[src/rtl/alu_control_fsm_if.sv]
// Control-side bundle between alu_control_fsm and the 12-bit accumulator datapath.
// The master modport is the controller; the slave modport is the datapath/memory side.
interface alu_control_fsm_if;
    logic [3:0] opcode;
    logic       mem_ready;
    logic       Zflag;
    logic [2:0] ALU_Operation;
    logic       ac_we;
    logic       ir_we;
    logic       pc_inc;
    logic       pc_load;
    logic       addr_sel;
    logic [1:0] bus_sel;
    logic       mem_read;
    logic       mem_write;
    logic       z_latched;
    logic       halted;
    logic       illegal;
    logic       bus_error;

    modport master (
        input  opcode, mem_ready, Zflag,
        output ALU_Operation, ac_we, ir_we, pc_inc, pc_load, addr_sel, bus_sel,
               mem_read, mem_write, z_latched, halted, illegal, bus_error
    );

    modport slave (
        output opcode, mem_ready, Zflag,
        input  ALU_Operation, ac_we, ir_we, pc_inc, pc_load, addr_sel, bus_sel,
               mem_read, mem_write, z_latched, halted, illegal, bus_error
    );
endinterface

[src/rtl/alu_control_fsm.sv]
// Multi-cycle control unit for the 12-bit accumulator datapath: fetch/decode/operand/store/exec
// sequencing with memory ready handshake, zero-flag latch and memory-timeout bus error.
//
//  state    | meaning
//  ---------+--------------------------------------------------------------
//  S_FETCH  | read instruction at PC; on ready load IR and bump PC
//  S_DECODE | capture opcode, pick the operand/store/exec/halt path
//  S_OPRD   | read operand at IR[7:0]; on ready the ALU writes AC
//  S_STORE  | write AC to IR[7:0]
//  S_EXEC   | single-cycle register ops, jumps, NOP, illegal report
//  S_HALT   | parked until reset
module alu_control_fsm #(
    parameter int TIMEOUT   = 16,
    parameter int TIMEOUT_W = 5
) (
    input  logic               clk,
    input  logic               reset,
    alu_control_fsm_if.master  ctl
);

    typedef enum logic [2:0] {
        S_FETCH  = 3'd0,
        S_DECODE = 3'd1,
        S_OPRD   = 3'd2,
        S_STORE  = 3'd3,
        S_EXEC   = 3'd4,
        S_HALT   = 3'd5
    } state_t;

    localparam bit                   TO_EN  = (TIMEOUT > 0);
    localparam logic [TIMEOUT_W-1:0] TO_LIM = TIMEOUT_W'(TIMEOUT);

    state_t               state, state_next;
    logic [3:0]           op_r;
    logic [TIMEOUT_W-1:0] wait_cnt;
    logic                 z_r;
    logic                 berr_r;

    logic [2:0] alu_op;
    logic       ac_we_c, ir_we_c, pc_inc_c, pc_load_c, addr_sel_c;
    logic [1:0] bus_sel_c;
    logic       mem_read_c, mem_write_c, halted_c, illegal_c;
    logic       set_berr;
    logic       timeout_hit;
    logic       in_wait_state;

    assign timeout_hit   = TO_EN && (wait_cnt == TO_LIM);
    assign in_wait_state = (state == S_FETCH) || (state == S_OPRD) || (state == S_STORE);

    always_ff @(posedge clk or posedge reset) begin
        if (reset) begin
            state    <= S_FETCH;
            op_r     <= 4'h0;
            wait_cnt <= '0;
            z_r      <= 1'b0;
            berr_r   <= 1'b0;
        end else begin
            state <= state_next;
            if (state == S_DECODE) begin
                op_r <= ctl.opcode;
            end
            // Staying in a memory state means another wait cycle; any transition restarts the count.
            if (in_wait_state && (state_next == state)) begin
                if (wait_cnt != '1) begin
                    wait_cnt <= wait_cnt + TIMEOUT_W'(1);
                end
            end else begin
                wait_cnt <= '0;
            end
            if (ac_we_c) begin
                z_r <= ctl.Zflag;
            end
            if (set_berr) begin
                berr_r <= 1'b1;
            end
        end
    end

    // Outputs are forced quiet while reset is held so strobes drop the instant reset asserts.
    always_comb begin
        state_next  = state;
        alu_op      = 3'b000;
        ac_we_c     = 1'b0;
        ir_we_c     = 1'b0;
        pc_inc_c    = 1'b0;
        pc_load_c   = 1'b0;
        addr_sel_c  = 1'b0;
        bus_sel_c   = 2'b00;
        mem_read_c  = 1'b0;
        mem_write_c = 1'b0;
        halted_c    = 1'b0;
        illegal_c   = 1'b0;
        set_berr    = 1'b0;
        if (!reset) begin
            case (state)
                S_FETCH: begin
                    mem_read_c = 1'b1;
                    if (ctl.mem_ready) begin
                        ir_we_c    = 1'b1;
                        pc_inc_c   = 1'b1;
                        state_next = S_DECODE;
                    end else if (timeout_hit) begin
                        set_berr   = 1'b1;
                        state_next = S_HALT;
                    end
                end
                S_DECODE: begin
                    case (ctl.opcode)
                        4'h1, 4'h3, 4'h4, 4'h5: state_next = S_OPRD;
                        4'h2:                   state_next = S_STORE;
                        4'hF:                   state_next = S_HALT;
                        default:                state_next = S_EXEC;
                    endcase
                end
                S_OPRD: begin
                    mem_read_c = 1'b1;
                    addr_sel_c = 1'b1;
                    if (ctl.mem_ready) begin
                        case (op_r)
                            4'h1:    alu_op = 3'b001;
                            4'h3:    alu_op = 3'b010;
                            4'h4:    alu_op = 3'b011;
                            4'h5:    alu_op = 3'b100;
                            default: alu_op = 3'b000;
                        endcase
                        ac_we_c    = 1'b1;
                        state_next = S_FETCH;
                    end else if (timeout_hit) begin
                        set_berr   = 1'b1;
                        state_next = S_HALT;
                    end
                end
                S_STORE: begin
                    mem_write_c = 1'b1;
                    addr_sel_c  = 1'b1;
                    bus_sel_c   = 2'b01;
                    if (ctl.mem_ready) begin
                        state_next = S_FETCH;
                    end else if (timeout_hit) begin
                        set_berr   = 1'b1;
                        state_next = S_HALT;
                    end
                end
                S_EXEC: begin
                    case (op_r)
                        4'h0: ;
                        4'h6: begin
                            alu_op  = 3'b101;
                            ac_we_c = 1'b1;
                        end
                        4'h7: begin
                            alu_op  = 3'b110;
                            ac_we_c = 1'b1;
                        end
                        4'h8: begin
                            bus_sel_c = 2'b11;
                            pc_load_c = 1'b1;
                        end
                        4'h9: begin
                            bus_sel_c = 2'b11;
                            pc_load_c = z_r;
                        end
                        4'hA: begin
                            bus_sel_c = 2'b11;
                            pc_load_c = !z_r;
                        end
                        default: illegal_c = 1'b1;
                    endcase
                    state_next = S_FETCH;
                end
                S_HALT: begin
                    halted_c = 1'b1;
                end
                default: state_next = S_FETCH;
            endcase
        end
    end

    assign ctl.ALU_Operation = alu_op;
    assign ctl.ac_we         = ac_we_c;
    assign ctl.ir_we         = ir_we_c;
    assign ctl.pc_inc        = pc_inc_c;
    assign ctl.pc_load       = pc_load_c;
    assign ctl.addr_sel      = addr_sel_c;
    assign ctl.bus_sel       = bus_sel_c;
    assign ctl.mem_read      = mem_read_c;
    assign ctl.mem_write     = mem_write_c;
    assign ctl.z_latched     = z_r;
    assign ctl.halted        = halted_c;
    assign ctl.illegal       = illegal_c;
    assign ctl.bus_error     = berr_r;

endmodule

[src/flat_wrapper.sv]
// flat-port wrapper written by rule: the top's interface ports become plain ports
module alu_control_fsm_flat 
#(
    parameter int TIMEOUT   = 16,
    parameter int TIMEOUT_W = 5
)
  (clk, reset, ctl_opcode, ctl_mem_ready, ctl_Zflag, ctl_ALU_Operation, ctl_ac_we, ctl_ir_we, ctl_pc_inc, ctl_pc_load, ctl_addr_sel, ctl_bus_sel, ctl_mem_read, ctl_mem_write, ctl_z_latched, ctl_halted, ctl_illegal, ctl_bus_error);
  alu_control_fsm_if ctl_i ();
  input  logic clk;
  input  logic reset;
  input wire logic [$bits(ctl_i.opcode)-1:0] ctl_opcode;
  input wire logic [$bits(ctl_i.mem_ready)-1:0] ctl_mem_ready;
  input wire logic [$bits(ctl_i.Zflag)-1:0] ctl_Zflag;
  output wire logic [$bits(ctl_i.ALU_Operation)-1:0] ctl_ALU_Operation;
  output wire logic [$bits(ctl_i.ac_we)-1:0] ctl_ac_we;
  output wire logic [$bits(ctl_i.ir_we)-1:0] ctl_ir_we;
  output wire logic [$bits(ctl_i.pc_inc)-1:0] ctl_pc_inc;
  output wire logic [$bits(ctl_i.pc_load)-1:0] ctl_pc_load;
  output wire logic [$bits(ctl_i.addr_sel)-1:0] ctl_addr_sel;
  output wire logic [$bits(ctl_i.bus_sel)-1:0] ctl_bus_sel;
  output wire logic [$bits(ctl_i.mem_read)-1:0] ctl_mem_read;
  output wire logic [$bits(ctl_i.mem_write)-1:0] ctl_mem_write;
  output wire logic [$bits(ctl_i.z_latched)-1:0] ctl_z_latched;
  output wire logic [$bits(ctl_i.halted)-1:0] ctl_halted;
  output wire logic [$bits(ctl_i.illegal)-1:0] ctl_illegal;
  output wire logic [$bits(ctl_i.bus_error)-1:0] ctl_bus_error;
  assign ctl_i.opcode = ctl_opcode;
  assign ctl_i.mem_ready = ctl_mem_ready;
  assign ctl_i.Zflag = ctl_Zflag;
  assign ctl_ALU_Operation = ctl_i.ALU_Operation;
  assign ctl_ac_we = ctl_i.ac_we;
  assign ctl_ir_we = ctl_i.ir_we;
  assign ctl_pc_inc = ctl_i.pc_inc;
  assign ctl_pc_load = ctl_i.pc_load;
  assign ctl_addr_sel = ctl_i.addr_sel;
  assign ctl_bus_sel = ctl_i.bus_sel;
  assign ctl_mem_read = ctl_i.mem_read;
  assign ctl_mem_write = ctl_i.mem_write;
  assign ctl_z_latched = ctl_i.z_latched;
  assign ctl_halted = ctl_i.halted;
  assign ctl_illegal = ctl_i.illegal;
  assign ctl_bus_error = ctl_i.bus_error;
  alu_control_fsm #(.TIMEOUT(TIMEOUT), .TIMEOUT_W(TIMEOUT_W)) u_core (.clk(clk), .reset(reset), .ctl(ctl_i));
endmodule
[config.mk]
export PLATFORM = sky130hd
export DESIGN_NAME = alu_control_fsm_flat
export DESIGN_NICKNAME = d
export VERILOG_FILES = /design/src/rtl/alu_control_fsm_if.sv /design/src/rtl/alu_control_fsm.sv /design/src/flat_wrapper.sv
export SDC_FILE = /design/constraint.sdc
export NUM_CORES = 1
export LEC_CHECK = 0
export BUFFER_PORTS_ARGS = -buffer_cell sky130_fd_sc_hd__buf_2
export CORE_ASPECT_RATIO = 1.25
export CORE_UTILIZATION = 57
export DETAILED_ROUTE_END_ITERATION = 6
export PLACE_DENSITY_LB_ADDON = 0.2
export SYNTH_ARGS = -nofsm -noshare
export SYNTH_HDL_FRONTEND = slang
export SYNTH_SLANG_ARGS = --single-unit
[constraint.sdc]
create_clock -name clk -period 2.83 [get_ports clk]
set_clock_uncertainty 0.15 [all_clocks]
set_input_delay 0.566 -clock clk [delete_from_list [all_inputs] [get_ports clk]]
set_output_delay 0.566 -clock clk [all_outputs]
set_load 0.02 [all_outputs]
==> results of run 1 <==
[cells by family after synthesis]
kind of cell	after synthesis	share of synthesized area (%)
adders and majority gates	3	3.52
xor gates and xnor gates	5	4.11
buffers and inverters	14	5.87
AOI/OAI and AO/OA	20	15.1
and+or+nand+nor	49	31.0
muxes	7	7.51
DFF	14	32.9
[routing by layer]
metal,global-route usage (%),vias to the layer above,share of wire (%)
met5,0,-,0
met4,10.6,0,1.3
met3,5.75,4,2.7
met2,43.9,24,53
met1,29.2,438,43
li1,-,453,-
[power by group]
group | internal, mW | leakage [nW] | total (mW) | switching [mW]
Clock | 0.0495 | 0.0138 | 0.117 | 0.0678
Sequential | 0.268 | 0.179 | 0.431 | 0.163
Combinational | 0.240 | 0.357 | 0.466 | 0.226
Total | 0.557 | 0.549 | 1.01 | 0.457
[final cells by class]
cell class / count / area (um^2)
sequential: 14 / 352
clock buffer: 3 / 22.5
fill: 146 / 573
multi-input combinational: 84 / 653
timing repair buffer: 24 / 123
tap: 19 / 23.8
inverter: 5 / 18.8
[synthesized netlist by cell type, types with 3 or more instances]
cell,count
sky130_fd_sc_hd__ha_1,3
sky130_fd_sc_hd__mux2_2,4
sky130_fd_sc_hd__clkbuf_1,5
sky130_fd_sc_hd__xnor2_1,3
sky130_fd_sc_hd__nand2_1,6
sky130_fd_sc_hd__nand2b_1,3
sky130_fd_sc_hd__inv_1,5
sky130_fd_sc_hd__nor2_1,6
sky130_fd_sc_hd__nor2b_1,3
sky130_fd_sc_hd__dfrtp_1,14
sky130_fd_sc_hd__nor3_1,6
sky130_fd_sc_hd__nand4bb_1,3
sky130_fd_sc_hd__a21oi_1,4
sky130_fd_sc_hd__and3_1,4
[flip-flops by register name, indices dropped and copies added, names as in the netlist]
signal,count
u_core.ctl.bus_error,1
u_core.ctl.z_latched,1
u_core.op_r,4
u_core.state,3
u_core.wait_cnt,5
[metrics by stage]
stage	util (%)	setup WS, ps
6_report	67.5	234
3_5_place_dp	66.2	477
2_1_floorplan	-	236
3_3_place_gp	66.2	533
5_1_grt	67.5	84.1
4_1_cts	67.5	203
[worst paths after layout]
kind | start | slack [ps] | endpoint
max in group asynchronous | reset | 2100 | u_core.state[2]
max reg2reg | u_core.wait_cnt[0] | 950 | u_core.wait_cnt[3]
min reg2reg | u_core.ctl.bus_error | 320 | u_core.ctl.bus_error
min in group clk | u_core.ctl.bus_error | 320 | u_core.ctl.bus_error
max | u_core.state[1] | 230 | ctl_pc_load
min | reset | 230 | u_core.wait_cnt[2]
[worst reg2reg max path: stages (launching register included)]
cell and delay (ps):
sky130_fd_sc_hd__dfrtp_1 430, sky130_fd_sc_hd__ha_1 220, sky130_fd_sc_hd__and3_1 180, sky130_fd_sc_hd__ha_1 260, sky130_fd_sc_hd__nand4b_1 220, sky130_fd_sc_hd__xor2_1 160
sky130_fd_sc_hd__a211oi_1 170
[timing repair]
item                                    CTS  global route
endpoints found under the setup margin    0             1
endpoints found under the hold margin     0             0
resized for setup                         0             1
==> results.sh, run 1 <==
export IMPL_dieWidth_um=40.7
export IMPL_route_vias_total=919
export IMPL_achievable_frequency_mhz=385
export IMPL_mostFrequentLayoutCells="sky130_fd_sc_hd__buf_2, sky130_fd_sc_hd__dfrtp_1, sky130_fd_sc_hd__nor2_1, sky130_fd_sc_hd__nor3_1, sky130_fd_sc_hd__nand2_1"
export IMPL_place_inst=146
export IMPL_report_final_slew_viol_count=0
export IMPL_core_region_mm2=0.00177
export IMPL_main_flop_type_after_synthesis="sky130_fd_sc_hd__dfrtp_1"
export IMPL_grt_util_all_layers_pct=25.8
export IMPL_hold_slack_ps=232
export IMPL_cellPowerDensity_mw_per_mm2=850
export IMPL_synthesis_instances=112
export IMPL_rsz0062_at_grt="false"
export IMPL_critical_setup_path_kind="flip-flop to primary output"
export IMPL_highest_fanout_seen_on_the_critical_path=16
export IMPL_grt_pass1_vias=871
export IMPL_path_depth=4
export IMPL_floorplan_rows=17
export IMPL_startpoint_type="flip-flop"
export IMPL_cpPeakStageDelay_ps=550
export IMPL_end_kind="primary output"
export IMPL_netlist_area_mm2=0.00107
export IMPL_global_route_congestion_overflow_total=0
export IMPL_numClockSinks=14
export IMPL_clk_pin_slew_worst_paths_ps=80
export IMPL_tritoncts="done"
export IMPL_tightestPinTransition_ps=454
export IMPL_synth_top_cell_area_share_pct=32.9
export IMPL_period_needed_ps=2600
export IMPL_max_slew_margin_pct=69.3
export IMPL_vdd_ir_drop_max_uv=465
export IMPL_warning_count_from_the_yosys_run=0
export IMPL_crit_chain="nor4b_2, nand2_1, a211oi_1, buf_2"
export IMPL_synth_seq_area_share_pct=32.9
export IMPL_routed_wire_length_per_instance_um=15.1
export IMPL_postCtsHoldBufs=0
export IMPL_finish_instance_area_mm2=0.00119
export IMPL_final_setup_tns_ps=0
export IMPL_remaining_design_rule_violation_count=0
export IMPL_diodes=0
export IMPL_tritonroute_pass_1_iters=4
export IMPL_final_antenna_net_count=0
export IMPL_synth_seq_cells=14
export IMPL_io_buffers=23
export IMPL_grt_first_pass_wirelength_mm=3.68
export IMPL_layout_cells_most_common="sky130_fd_sc_hd__buf_2"
export IMPL_critical_path_required_ps=2110
export IMPL_synthToLayoutAreaGrowth_pct=11.9
export IMPL_post_route_cells_drive_above_1_share_pct=32.3
export IMPL_dieArea_mm2=0.00205
export IMPL_post_cts_buffers=0
export IMPL_synth_top_area_cell="sky130_fd_sc_hd__dfrtp_1"
export IMPL_detail_route_vias_per_cell=6.17
export IMPL_dieHeight_um=50.4
export IMPL_initialDrtViolationCount=30
export IMPL_starting_density_of_the_core_pct=60.4
export IMPL_routed_wl_mm=2.25
export IMPL_cpLargestDelayFamily="simple AND/OR/NAND/NOR gates"
export IMPL_insertion_delay_ps=290
export IMPL_p_total_mw=1.01
export IMPL_fin_crit_sh_pct=91.7
export IMPL_async_reset_ff_share_pct=100
export IMPL_maxCapViolations=0
export IMPL_netlist_top_cells_area="sky130_fd_sc_hd__dfrtp_1, sky130_fd_sc_hd__mux2_2, sky130_fd_sc_hd__ha_1"
export IMPL_synth_enable_flop_cells=0
export IMPL_post_synth_num_cell_types=48
export IMPL_dp_hpwl_mm=1.68
export IMPL_power_leakage_nw=0.549
export IMPL_cts_root_buf="sky130_fd_sc_hd__clkbuf_4"
export IMPL_timing_critical_path_slowest_stage_cell="sky130_fd_sc_hd__dfrtp_1"
export IMPL_syn_num_nets=123
export IMPL_place_area_mm2=0.00117
export IMPL_place_congestion=0.802
export IMPL_number_of_antenna_violations_at_the_first_check_in_global_routing=0
export IMPL_worst_r2r_path_depth=6
export IMPL_ioPinCount=24
export IMPL_cts_made_buffers=3
export IMPL_final_hold_violation_count=0
export IMPL_finalSetupViolCount=0
export IMPL_hold_path_class="input pin to asynchronous set/reset pin"
export IMPL_layout_cells_non_filler=149
export IMPL_timing_critical_path_buf_inv=1
export IMPL_critical_path_arrival_ps=1880
export IMPL_number_of_h_tree_levels=1
export IMPL_run_status="finished clean"
export IMPL_grt_start_max_net_pins=19
export IMPL_syn_mean_instance_area_um2=9.52
export IMPL_longest_clk_path_bufs=2
export IMPL_design_final_nets=143
No activity file was read; power rests on OpenSTA's default activity.
==> run 2, diff against run 1 <==
Settings changed: CORE_UTILIZATION 57 to 53.
Clock period 2.83 ns to 2.39 ns, I/O delays scaled along.
==> results.sh, run 2 (synthesis gave the netlist of run 1 again) <==
export IMPL_detail_route_vias_per_cell=6.19
export IMPL_cellPowerDensity_mw_per_mm2=1050
export IMPL_grt_util_all_layers_pct=25.4
export IMPL_highest_fanout_seen_on_the_critical_path=6
export IMPL_clk_pin_slew_worst_paths_ps=90
export IMPL_period_needed_ps=2330
export IMPL_registers_top_by_ff_count="u_core.wait_cnt"
export IMPL_route_vias_total=990
export IMPL_pwr_share_seq_pct=34.2
export IMPL_grt_start_max_net_pins=19
export IMPL_finalSetupViolCount=0
export IMPL_critical_setup_path_kind="flip-flop to primary output"
export IMPL_place_area_mm2=0.00120
export IMPL_diodes=0
export IMPL_ioPinCount=24
export IMPL_place_inst=150
export IMPL_number_of_h_tree_levels=1
export IMPL_starting_density_of_the_core_pct=58.3
export IMPL_initialDrtViolationCount=19
export IMPL_achievable_frequency_mhz=430
export IMPL_place_congestion=0.882
export IMPL_regToRegEndpoint="u_core.wait_cnt[3]"
export IMPL_synthToLayoutAreaGrowth_pct=23.7
export IMPL_routed_wl_mm=2.53
export IMPL_startpoint_type="flip-flop"
export IMPL_power_report_internal_total_mw=0.801
export IMPL_finish_instance_area_mm2=0.00132
export IMPL_run_status="finished clean"
export IMPL_global_route_congestion_overflow_total=0
export IMPL_insertion_delay_ps=290
export IMPL_first_element_of_the_critical_path="u_core.state[1]"
export IMPL_reg2reg_slack_ps=500
export IMPL_dieWidth_um=42.1
export IMPL_cts_root_buf="sky130_fd_sc_hd__clkbuf_4"
export IMPL_routed_wire_length_per_instance_um=15.8
export IMPL_grt_first_pass_wirelength_mm=4.22
export IMPL_switching_share_pct=42.4
export IMPL_power_share_clock_pct=12.6
export IMPL_numClockSinks=14
export IMPL_critical_path_arrival_ps=1700
export IMPL_power_leakage_nw=0.613
export IMPL_regToRegStartpoint="u_core.wait_cnt[0]"
export IMPL_layout_cells_non_filler=160
export IMPL_final_hold_violation_count=0
export IMPL_critical_path_required_ps=1760
export IMPL_dp_hpwl_mm=1.74
export IMPL_mostFrequentLayoutCells="sky130_fd_sc_hd__buf_2, sky130_fd_sc_hd__buf_4, sky130_fd_sc_hd__dfrtp_1"
export IMPL_fin_crit_sh_pct=97.4
export IMPL_layout_cells_most_common="sky130_fd_sc_hd__buf_2"
export IMPL_maxCapViolations=0
export IMPL_core_region_mm2=0.00183
export IMPL_tritonroute_pass_1_iters=4
export IMPL_tightestPinTransition_ps=336
export IMPL_worst_r2r_path_depth=6
export IMPL_grt_pass1_vias=950
export IMPL_remaining_design_rule_violation_count=0
export IMPL_cts_made_buffers=3
export IMPL_final_antenna_net_count=0
export IMPL_hold_path_class="input pin to asynchronous set/reset pin"
export IMPL_top_regs="u_core.wait_cnt: 5 flops, u_core.op_r: 4 flops, u_core.state: 3 flops"
export IMPL_vdd_ir_drop_max_uv=676
export IMPL_post_route_cells_drive_above_1_share_pct=40.4
export IMPL_dieHeight_um=52.1
export IMPL_flip_flop_count_of_the_largest_register_after_layout=5
export IMPL_max_slew_margin_pct=77.3
export IMPL_longest_clk_path_bufs=2
export IMPL_report_final_slew_viol_count=0
export IMPL_dieArea_mm2=0.00220
export IMPL_total_switching_power_mw=0.590
export IMPL_floorplan_rows=17
export IMPL_share_comb_of_total_power_pct=53.2
export IMPL_end_kind="primary output"
export IMPL_design_final_nets=153
export IMPL_tritoncts="done"
export IMPL_number_of_antenna_violations_at_the_first_check_in_global_routing=0
export IMPL_io_buffers=23
## run 2: changes by cell type in the layout (fill, tap and decap cells not counted), sizes merged
cell,delta
buf,+10
clkbuf,+1
## run 2: area by class of cell
type / count / area (um^2)
sequential: 14 / 354
clock buffer: 4 / 36.3
inverter: 5 / 18.8
timing repair buffer: 34 / 203
multi-input combinational: 84 / 683
tap: 19 / 23.8
fill: 145 / 510
## run 2: worst max path at each step
stage | endpoint | cells after the start
after floorplan | ctl_pc_inc | 4
after global placement | ctl_pc_load | 5
after detailed placement | ctl_pc_load | 5
after CTS | ctl_ALU_Operation[2] | 4
after global routing | ctl_ALU_Operation[1] | 5
final | ctl_ALU_Operation[1] | 5
## run 2: routing by layer
layer | GRT usage (%) | up-vias | share of wire, % | wire (um)
li1 | - | 475 | - | -
met1 | 30.3 | 481 | 41 | 1040
met2 | 43.0 | 25 | 54 | 1350
met3 | 4.86 | 9 | 2.9 | 74
met4 | 13.5 | 0 | 2.5 | 63
met5 | 0 | - | 0 | 0
## run 2: worst max-delay path, cell delays in order, from the launching register on
cell                        delay [ps]
sky130_fd_sc_hd__dfrtp_2           450
sky130_fd_sc_hd__buf_4             180
sky130_fd_sc_hd__nand4bb_4         120
sky130_fd_sc_hd__or3_1             350
sky130_fd_sc_hd__a21oi_1           160
sky130_fd_sc_hd__buf_4             160
## run 2: through the flow
| stage | worst slack [ps] | utilization (%) | TNS (ps) | power [mW] | hold slack (ps) |
|---|---|---|---|---|---|
| 6_report | 61.8 | 72.1 | 0 | 1.39 | 170 |
| 5_1_grt | -8.59 | 72.1 | -8.59 | 1.49 | 212 |
| 2_1_floorplan | 124 | - | 0 | 0.955 | 256 |
| 4_1_cts | 24.6 | 68.5 | 0 | 1.30 | 170 |
| 3_3_place_gp | 265 | 65.8 | 0 | 1.09 | 298 |
| 3_5_place_dp | 223 | 65.8 | 0 | 1.11 | 307 |
## run 2: what timing repair did
| item | in CTS | in global routing |
|---|---|---|
| buffers inserted | 0 | 6 |
| setup endpoints to repair | 3 | 4 |
| hold buffers | 0 | 0 |
| resized for setup | 4 | 5 |
| pin swaps | 0 | 2 |
## run 2: power groups by stage
stage / Combinational [mW] / Sequential [mW] / Clock, mW
floorplan: 0.568 / 0.386 / 0
global placement: 0.611 / 0.480 / 0
detailed placement: 0.624 / 0.488 / 0
CTS: 0.638 / 0.493 / 0.173
global route: 0.813 / 0.491 / 0.185
finish: 0.740 / 0.475 / 0.175
==> run 3, diff against run 2 <==
--- a/config.mk
+++ b/config.mk
@@ -10,5 +10,5 @@
 export CORE_UTILIZATION = 53
 export DETAILED_ROUTE_END_ITERATION = 6
-export PLACE_DENSITY_LB_ADDON = 0.2
+export PLACE_DENSITY = 0.78
 export SYNTH_ARGS = -nofsm -noshare
 export SYNTH_HDL_FRONTEND = slang
==> constraint.sdc (replaced) <==
create_clock -name clk -period 2.39 [get_ports clk]
set_clock_uncertainty 0.15 [all_clocks]
set_input_delay 0.3585 -clock clk [delete_from_list [all_inputs] [get_ports clk]]
set_output_delay 0.3585 -clock clk [all_outputs]
set_load 0.02 [all_outputs]
==> results.sh, run 3 (synthesis gave the netlist of run 1 again) <==
export IMPL_run_status="finished clean"
export IMPL_achievable_frequency_mhz=433
export IMPL_setup_slack_ps=80.4
export IMPL_remaining_design_rule_violation_count=0
export IMPL_mostFrequentLayoutCells="sky130_fd_sc_hd__buf_2, sky130_fd_sc_hd__dfrtp_1, sky130_fd_sc_hd__nor2_1, sky130_fd_sc_hd__nor3_1, sky130_fd_sc_hd__nand2_1"
export IMPL_startpoint_type="flip-flop"
export IMPL_grt_pass1_vias=906
export IMPL_synthToLayoutAreaGrowth_pct=18.7
export IMPL_finalSetupViolCount=0
export IMPL_flip_flop_count_of_the_largest_register_after_layout=5
export IMPL_cts_made_buffers=3
export IMPL_starting_density_of_the_core_pct=58.3
export IMPL_fin_crit_sh_pct=96.6
export IMPL_post_route_cells_drive_above_1_share_pct=35.6
export IMPL_hold_path_class="input pin to flip-flop"
export IMPL_post_route_core_utilization_pct=69.2
export IMPL_period_needed_ps=2310
export IMPL_layout_filler_cells=145
export IMPL_final_setup_tns_ps=0
export IMPL_groute_layer_met1_usage_pct=27.7
export IMPL_grt_start_max_net_pins=18
export IMPL_floorplan_rows=17
export IMPL_tritonroute_pass_1_iters=4
export IMPL_tightestPinTransition_ps=485
export IMPL_design_final_nets=147
export IMPL_clk_pin_slew_worst_paths_ps=90
export IMPL_highest_fanout_seen_on_the_critical_path=12
export IMPL_reg2reg_slack_ps=450
export IMPL_hold_slack_ps=162
export IMPL_post_cts_buffers=0
export IMPL_core_region_mm2=0.00183
export IMPL_diodes=0
export IMPL_route_vias_total=949
export IMPL_place_congestion=0.800
export IMPL_layout_cells_most_common="sky130_fd_sc_hd__buf_2"
export IMPL_critical_setup_path_kind="flip-flop to primary output"
export IMPL_number_of_antenna_violations_at_the_first_check_in_global_routing=0
export IMPL_tritoncts="done"
export IMPL_io_buffers=23
export IMPL_layout_cells_non_filler=154
export IMPL_pre_cts_slack_ps=308
export IMPL_global_route_congestion_overflow_total=0
export IMPL_regArea_um2=353
export IMPL_number_of_h_tree_levels=1
export IMPL_numClockSinks=14
export IMPL_grt_first_pass_wirelength_mm=3.86
export IMPL_dieWidth_um=42.1
export IMPL_routed_wire_length_per_instance_um=15.7
export IMPL_dieArea_mm2=0.00220
export IMPL_ioPinCount=24
export IMPL_end_kind="primary output"
export IMPL_power_leakage_nw=0.580
export IMPL_max_slew_margin_pct=67.7
export IMPL_grtUsageMet2_pct=43.2
export IMPL_finish_instance_area_mm2=0.00126
export IMPL_gr_usage_met3_pct=1.04
export IMPL_critical_path_required_ps=1880
export IMPL_multiInputGateArea_um2=678
export IMPL_p_total_mw=1.30
export IMPL_dp_hpwl_mm=1.78
export IMPL_vdd_ir_drop_max_uv=824
export IMPL_top_usage_layer="met2"
export IMPL_longest_clk_path_bufs=2
export IMPL_initialDrtViolationCount=29
export IMPL_maxCapViolations=0
export IMPL_detail_route_vias_per_cell=6.16
export IMPL_report_final_slew_viol_count=0
export IMPL_grt_util_all_layers_pct=23.4
export IMPL_place_inst=149
export IMPL_final_antenna_net_count=0
export IMPL_registers_top_by_ff_count="u_core.wait_cnt"
export IMPL_cts_root_buf="sky130_fd_sc_hd__clkbuf_4"
export IMPL_insertion_delay_ps=290
export IMPL_routed_wl_mm=2.43
export IMPL_final_hold_violation_count=0
export IMPL_place_area_mm2=0.00119
export IMPL_cellPowerDensity_mw_per_mm2=1020
export IMPL_critical_path_arrival_ps=1800
export IMPL_top_regs="u_core.wait_cnt: 5 flops, u_core.op_r: 4 flops, u_core.state: 3 flops"
export IMPL_dieHeight_um=52.1
==> run 3: final cells by class <==
cell class / instances / area share (%)
clock buffers: 4 / 2.87
inverters: 5 / 1.48
multi-input cells: 84 / 53.6
flip-flops and latches: 14 / 27.9
well taps: 19 / 1.88
repair buffers: 28 / 12.3
==> run 3: power breakdown <==
part           internal (mW)  total, mW  switching (mW)
logic                  0.319      0.613           0.294
clock network         0.0928      0.172          0.0788
registers              0.319      0.511           0.192
total                  0.731       1.30           0.565
==> run 3: layer usage <==
layer	up-vias	routed length (um)
met5	-	0
met4	0	42
met1	451	968
met3	5	86
li1	463	-
met2	30	1330
==> run 3: worst paths after layout <==
check	startpoint	endpoint	cells after the start
worst min register to register	u_core.ctl.bus_error	u_core.ctl.bus_error	1
worst min-delay path	ctl_Zflag	u_core.ctl.z_latched	2
max in group asynchronous	reset	u_core.state[2]	4
worst max-delay path	u_core.state[0]	ctl_ALU_Operation[2]	3
worst max register to register	u_core.wait_cnt[0]	u_core.wait_cnt[3]	6
min in group asynchronous	reset	u_core.ctl.z_latched	3
==> run 3: timing repair <==
action                     in CTS  in global routing
pin swaps                       0                  0
hold endpoints to repair        1                  0
gates resized for setup         1                  3
setup endpoints to repair       1                  4
hold buffers                    1                  0
==> run 3: worst max-delay path, cell delays in order, from the launching register on <==
cell                      delay [ps]
sky130_fd_sc_hd__dfrtp_1         560
sky130_fd_sc_hd__or4_4           600
sky130_fd_sc_hd__nor3b_2         170
sky130_fd_sc_hd__buf_2           170
